## src/rtl/fifo_rd_packer.sv

```systemverilog
// Read-side packer for the async FIFO: pops MEMORY_WIDTH-bit words and presents
// PACK_COUNT of them as one valid/ready beat, with a flush path for partial beats.
module fifo_rd_packer #(
  parameter int MEMORY_WIDTH = 4,
  parameter int PACK_COUNT   = 4,
  parameter int CNT_W        = 3
) (
  input  logic                               r_clk,
  input  logic                               rrst,
  input  logic                               r_empty,
  input  logic [MEMORY_WIDTH-1:0]            rdata,
  output logic                               r_en,
  input  logic                               flush,
  input  logic                               out_ready,
  output logic                               out_valid,
  output logic [MEMORY_WIDTH*PACK_COUNT-1:0] out_data,
  output logic [CNT_W-1:0]                   out_words
);

  if (PACK_COUNT < 2 || PACK_COUNT > 16) begin : g_bad_pack_count
    $error("fifo_rd_packer: PACK_COUNT must be in 2..16");
  end
  if ((1 << CNT_W) <= PACK_COUNT) begin : g_bad_cnt_w
    $error("fifo_rd_packer: CNT_W too narrow for PACK_COUNT");
  end

  localparam logic [CNT_W:0] PACK_N = (CNT_W+1)'(PACK_COUNT);

  typedef enum logic {FILL, HOLD} state_t;

  state_t                                  state_p0, state_nxt;
  logic [CNT_W-1:0]                        cnt_p0, cnt_nxt;
  logic                                    inflight_p0;
  logic                                    pend_flush_p0, pend_flush_nxt;
  logic [PACK_COUNT-1:0][MEMORY_WIDTH-1:0] slot_p0;
  logic                                    capture;
  logic                                    handshake;

  // True while captured words plus the outstanding pop still leave a free slot.
  function automatic logic room_left(input logic [CNT_W-1:0] cnt, input logic inflight);
    return ({1'b0, cnt} + {{CNT_W{1'b0}}, inflight}) < PACK_N;
  endfunction

  always_comb begin
    state_nxt      = state_p0;
    cnt_nxt        = cnt_p0;
    pend_flush_nxt = pend_flush_p0;
    r_en           = 1'b0;
    capture        = 1'b0;
    handshake      = 1'b0;
    case (state_p0)
      FILL: begin
        capture = inflight_p0;
        r_en    = !r_empty && room_left(cnt_p0, inflight_p0) && !pend_flush_p0;
        if (capture) begin
          cnt_nxt = cnt_p0 + CNT_W'(1);
        end
        if (flush && (cnt_p0 != '0 || inflight_p0)) begin
          pend_flush_nxt = 1'b1;
        end
        if (capture && ({1'b0, cnt_nxt} == PACK_N)) begin
          state_nxt = HOLD;
        end else if (pend_flush_p0 && !inflight_p0 && cnt_p0 != '0) begin
          state_nxt = HOLD;
        end
      end
      HOLD: begin
        // The slot bank frees up on the handshake edge, so the next pop may overlap it.
        handshake = out_ready;
        if (handshake) begin
          r_en           = !r_empty;
          cnt_nxt        = '0;
          pend_flush_nxt = 1'b0;
          state_nxt      = FILL;
        end
      end
      default: begin
        state_nxt = FILL;
      end
    endcase
    if (rrst) begin
      r_en = 1'b0;
    end
  end

  // Stage p0: control and slot registers; a reset discards any pop in flight.
  always_ff @(posedge r_clk) begin
    if (rrst) begin
      state_p0      <= FILL;
      cnt_p0        <= '0;
      inflight_p0   <= 1'b0;
      pend_flush_p0 <= 1'b0;
      slot_p0       <= '0;
    end else begin
      state_p0      <= state_nxt;
      cnt_p0        <= cnt_nxt;
      inflight_p0   <= r_en;
      pend_flush_p0 <= pend_flush_nxt;
      if (handshake) begin
        slot_p0 <= '0;
      end else if (capture) begin
        for (int i = 0; i < PACK_COUNT; i++) begin
          if (cnt_p0 == CNT_W'(i)) begin
            slot_p0[i] <= rdata;
          end
        end
      end
    end
  end

  assign out_valid = (state_p0 == HOLD);
  assign out_data  = slot_p0;
  assign out_words = cnt_p0;

endmodule

```

## config.mk

```make
export PLATFORM = sky130hd
export DESIGN_NAME = fifo_rd_packer
export DESIGN_NICKNAME = d
export VERILOG_FILES = /design/src/rtl/fifo_rd_packer.sv
export SDC_FILE = /design/constraint.sdc
export NUM_CORES = 1
export LEC_CHECK = 0
export CAP_MARGIN = 20
export CORE_ASPECT_RATIO = 0.8
export CORE_UTILIZATION = 49
export CTS_CLUSTER_DIAMETER = 40
export DETAILED_ROUTE_END_ITERATION = 8
export GPL_ROUTABILITY_DRIVEN = 0
export PLACE_DENSITY = 0.84
export SYNTH_ARGS = -nofsm -noshare
export SYNTH_HDL_FRONTEND = slang
export SYNTH_SLANG_ARGS = --single-unit
```

## constraint.sdc

```tcl
create_clock -name r_clk -period 2.3 [get_ports r_clk]
set_input_delay 0.345 -clock r_clk [delete_from_list [all_inputs] [get_ports r_clk]]
set_output_delay 0.345 -clock r_clk [all_outputs]
set_load 0.02 [all_outputs]
```

### Yosys cells after proc, flatten, opt, wreduce, memory -nomap -nowiden

Cells that the tools add are included.
W data, S select, Z words.

| operators by class | value |
|---|---|
| equal/unequal tests | 6 |
| $lt $le $gt $ge | 1 |
| muxes and demuxes | 16 |
| bitwise operators | 1 |
| $add $sub $neg | 2 |
| reductions and logical operators | 18 |

Operator list:

| operator | number |
|---|---|
| $reduce_and A2 Y1 | 5 |
| $mux W1 | 9 |
| $mux W3 | 3 |
| $eq A3 B2 Y1 const B | 2 |
| $logic_and A1 B1 Y1 | 6 |
| $pmux W1 S2 | 3 |
| $pmux W3 S2 | 1 |
| $add A3 B1 Y4 | 1 |
| $lt A4 B3 Y1 const B | 1 |
| $ne A2 B2 Y1 const B | 2 |
| $add A3 B1 Y3 const B | 1 |
| $eq A3 B1 Y1 const B | 1 |
| $eq A3 B3 Y1 const B | 1 |
| $logic_not A1 Y1 | 3 |
| $logic_not A3 Y1 | 1 |
| $reduce_bool A3 Y1 | 1 |
| $reduce_or A2 Y1 | 1 |
| $logic_or A1 B1 Y1 | 1 |
| $not A1 Y1 | 1 |

| storage, ports and cells | value |
|---|---|
| bits in registers | 22 |
| logic and storage cells | 52 |
| output and inout bits | 21 |

### Logic depth before layout (Yosys ltp)

| depth | value |
|---|---|
| word-level depth | 7 |
| depth in mapped cells | 6 |
| depth with buffers taken out | 5 |

### Worst setup path after synthesis

No wires, ideal clock.

| timing path | value |
|---|---|
| path kind | register to output |
| from | register cnt_p0[0], in the netlist out_words[0] |
| to | output port r_en |
| required time | 1.955 ns |
| buffers on the path | 0 |
| cell stages (with the launch flop) | 5 |
| arrival | 1.525 ns |
| slack | 0.430 ns |
| cells stage by stage | dfxtp_1 ha_1 a2111oi_2 a21oi_1 nor3_1 |

| between the ends | value |
|---|---|
| longest elaborated chain between the ends | 6 |

RTL lines:

| what | RTL line | RTL |
|---|---|---|
| start: declaration | 32 | `logic [CNT_W-1:0] cnt_p0, cnt_nxt;` |
| start signal: assignment | 96 | `cnt_p0 <= cnt_nxt;` |
| $add A3 B1 Y4 | 41 | `return ({1'b0, cnt} + {{CNT_W{1'b0}}, inflight}) < PACK_N;` |
| $lt A4 B3 Y1 | 41 |  |
| $logic_and A1 B1 Y1 (2 in a row) | 54 | `r_en = !r_empty && room_left(cnt_p0, inflight_p0) && !pend_flush_p0;` |
| $pmux W1 S2 | 51 | `case (state_p0)` |
| $mux W1 | 81 | `if (rrst) begin` |
| end: declaration | 12 | `output logic r_en,` |

No other way between the ends.

### Final worst setup path

Ends and elaborated chain as after synthesis.

==> run_results.csv <==
group,metric,value,unit
critical_path,worst-path-buf-inv,1,
sta,setup_tns,0,ns
synthesis,ys_warn_count,0,
global_routing,grt_start_max_net_pins,15,
synthesis,ys.flop_type,"dfxtp_1",
sta,slew_violations,0,
synthesis,syn_avg_cell_area,9.589,um2
pwr,peakVddDrop,0.5961,mV
critical_path,cp_top_family,"compound AO/OA/AOI/OAI gates",
die,die_h,42.35,um
finish,layout.nets,151,
sta,worst_slew_pin_slew,0.3596,ns
sta,finalSetupViolCount,0,
synthesis,synthCells,104,
sta,slew_headroom,0.7597,
global_routing,grt_pass1_wl,3477,um
critical_path,slowest_stage,"a2111oi_2",
critical_path,arrival,1.77,ns
detailed_routing,routed-via-count,836,
critical_path,required,1.96,ns
critical_path,cp_max_fo,2,
placed_design,hpwl,1635,um
synthesis,syn-cell-area,997.2,um2
synthesis,synth_area_leaders,"dfxtp_1, mux2i_1, ha_1",
critical_path,worstSetupPathType,"reg -> out",
die,io_pins,30,
die,start_util,0.5271,
critical_path,cp_slowest_stage_delay,0.35,ns
pwr,p_leak,0.5286,nW
synthesis,async_reset_ff_frac,0,
detailed_routing,routed_wl,2083,um
sta,fin_crit,2.119,ns
synthesis,yosys-top-cells-count,"dfxtp_1, nand3_1, mux2i_1, nor2_1, o21ai_0",
synthesis,synthMuxAreaShare,0.08030,
clock_network,hold_buffers,0,
sta,rsz0062_at_grt,"false",
clock_network,cts_max_level,1,
run_status,status,"finished, final reports clean",
synthesis,ys_seq_area_frac,0.4417,
synthesis,synth_edf_count,0,
global_routing,track_usage,0.2154,
clock_network,post-cts-setup-buffer-count,0,
worst_hold_path,hold_path.class,"reg -> reg",
sta,fmax,471.9,MHz
sta,finClkSkew,0.0008363,ns
synthesis,synthAdderAreaFrac,0.07528,
synthesis,yosysTopAreaCellShare,0.4417,
synthesis,synth_compound_area_frac,0.1142,
detailed_routing,drc,0,
synthesis,synth_area_leader_cell,"dfxtp_1",
synthesis,synth.most_common_cell,"dfxtp_1",
clock_network,cts.sinks,22,
sta,post-route-period-util,0.9213,
critical_path,start_kind,"flop",
detailed_routing,routedWlPerCell,13.10,um
run,drv_cap,0,
critical_path,endpoint_kind,"output port",
synthesis,synth-simple-area-share,0.2271,
clock_network,cts_tree,"done",
synthesis,yosys.cell_types.count,29,
critical_path,path_cells,"ha_1 -> a2111oi_2 -> a21oi_1 -> nor3_1 -> dlygate4sd2_1",
global_routing,antenna_found_initial,0,
synthesis,ys_ff_latch,22,
finish,drive_above_1_share,0.1037,
pwr,p_per_area,556.9,nW/um2
clock_network,clk_pin_slew_worst_paths,0.11,ns
detailed_routing,avgViaCountPerCell,5.258,
synthesis,syn_nets,119,
finish,fillers,147,
detailed_routing,drt-initial-drc-count,19,
finish,regArea,440.4,um2
synthesis,synth-xor-area-share,0,
clock_network,clockBufferDepth,2,
sta,hold_violations,0,
clock_network,cts_root_buf,"clkbuf_4",
finish,area_growth,35.13,%
placed_design,port_buffers,29,
detailed_routing,drtAntennaViolNets,0,
die,core,1892,um2
die,die_width,52.44,um
synthesis,synth_top_family_by_area,"simple AND/OR/NAND/NOR gates",
die,placementRows,14,
finish,antenna_cells,0,
global_routing,grt_pass1_vias,802,
pwr,fin_total_pwr,0.7504,mW
clock_network,clk_latency,0.30,ns
global_routing,grt_overflow,0,
finish,multi_input_area,495.5,um2
clock_network,numCtsBuffers,3,
die,die-area,2221,um2
detailed_routing,first_pass_iters,4,
==> path summary, 6_finish.rpt <==
check                              from  slack (ns)                         end  cells after the start
max           out_words[0]$_SDFFE_PP0P_        0.18                        r_en                      5
max reg2reg   out_words[0]$_SDFFE_PP0P_        0.79    out_data[2]$_SDFFE_PP0P_                      6
min          pend_flush_p0$_SDFFE_PP0P_        0.48  pend_flush_p0$_SDFFE_PP0P_                      2
min reg2reg  pend_flush_p0$_SDFFE_PP0P_        0.48  pend_flush_p0$_SDFFE_PP0P_                      2
==> flip-flops by register name (all words and copies together), names as in the netlist <==
register,cells
out_words,3
pend_flush_p0,1
inflight_p0,1
out_data,16
out_valid,1
==> kinds of logic (layout without fill, tap and decap cells) <==
kind of cell    after synthesis  count (layout)
buf+inv                      12              43
flops                        22              22
fa+ha+maj                     6               6
compound gates               17              17
simple gates                 39              39
mux                           8               8
==> worst reg2reg max path: cells and delay by family (launching register included) <==
| kind | cells | cell delay, ns |
|---|---|---|
| mux | 1 | 0.26 |
| flops | 1 | 0.33 |
| fa+ha+maj | 1 | 0.17 |
| buf+inv | 2 | 0.22 |
| simple gates | 2 | 0.43 |
==> placed cells by master, fill, tap and decap left out, drive strengths merged, types with 6 or more instances in the layout <==
| cell type | netlist | routed |
|---|---|---|
| dfxtp | 22 | 22 |
| nand3 | 10 | 10 |
| clkdlybuf4s50 | 0 | 28 |
| nor2 | 8 | 8 |
| mux2i | 8 | 8 |
| o21ai | 8 | 8 |
| ha | 6 | 6 |
| a21oi | 6 | 6 |
| nand2 | 6 | 6 |
==> what timing repair did <==
action	4_1_cts	5_1_grt
hold endpoints to repair	0	0
gates resized for setup	1	0
setup endpoints to repair	1	0
==> power breakdown <==
| group | leakage, nW | switching (mW) | internal (mW) |
|---|---|---|---|
| Clock | 0.0210 | 0.108 | 0.0965 |
| Sequential | 0.178 | 0.00911 | 0.395 |
| Combinational | 0.329 | 0.0732 | 0.0683 |
==> final cells by class <==
class / count / area share
clock buffers: 4 / 0.02693
inverters: 5 / 0.01393
multi-input cells: 70 / 0.3677
flip-flops and latches: 22 / 0.3268
well taps: 24 / 0.02228
repair buffers: 34 / 0.2423
==> layer usage <==
layer / wire length [um] / track usage / vias up / part of all wire
met1: 909 / 0.2705 / 388 / 0.44
met2: 1057 / 0.3494 / 25 / 0.51
li1: - / - / 421 / -
met3: 102 / 0.08696 / 2 / 0.049
met5: 0 / 0 / - / 0
met4: 13 / 0.03684 / 0 / 0.0062
==> through the flow <==
step / hold slack [ns] / worst slack [ns] / instance area (um2) / cells / util
after floorplan: 0.4218 / 0.4297 / 997.2 / 104 / -
after global placement: 0.4533 / 0.2671 / 1313 / 155 / 0.6938
after detailed placement: 0.4677 / 0.2199 / 1313 / 155 / 0.6938
after CTS: 0.4860 / 0.1517 / 1348 / 159 / 0.7123
after global routing: 0.5015 / 0.04488 / 1348 / 159 / 0.7123
final: 0.4842 / 0.1811 / 1348 / 159 / 0.7123
No activity file was read; power rests on OpenSTA's default activity.
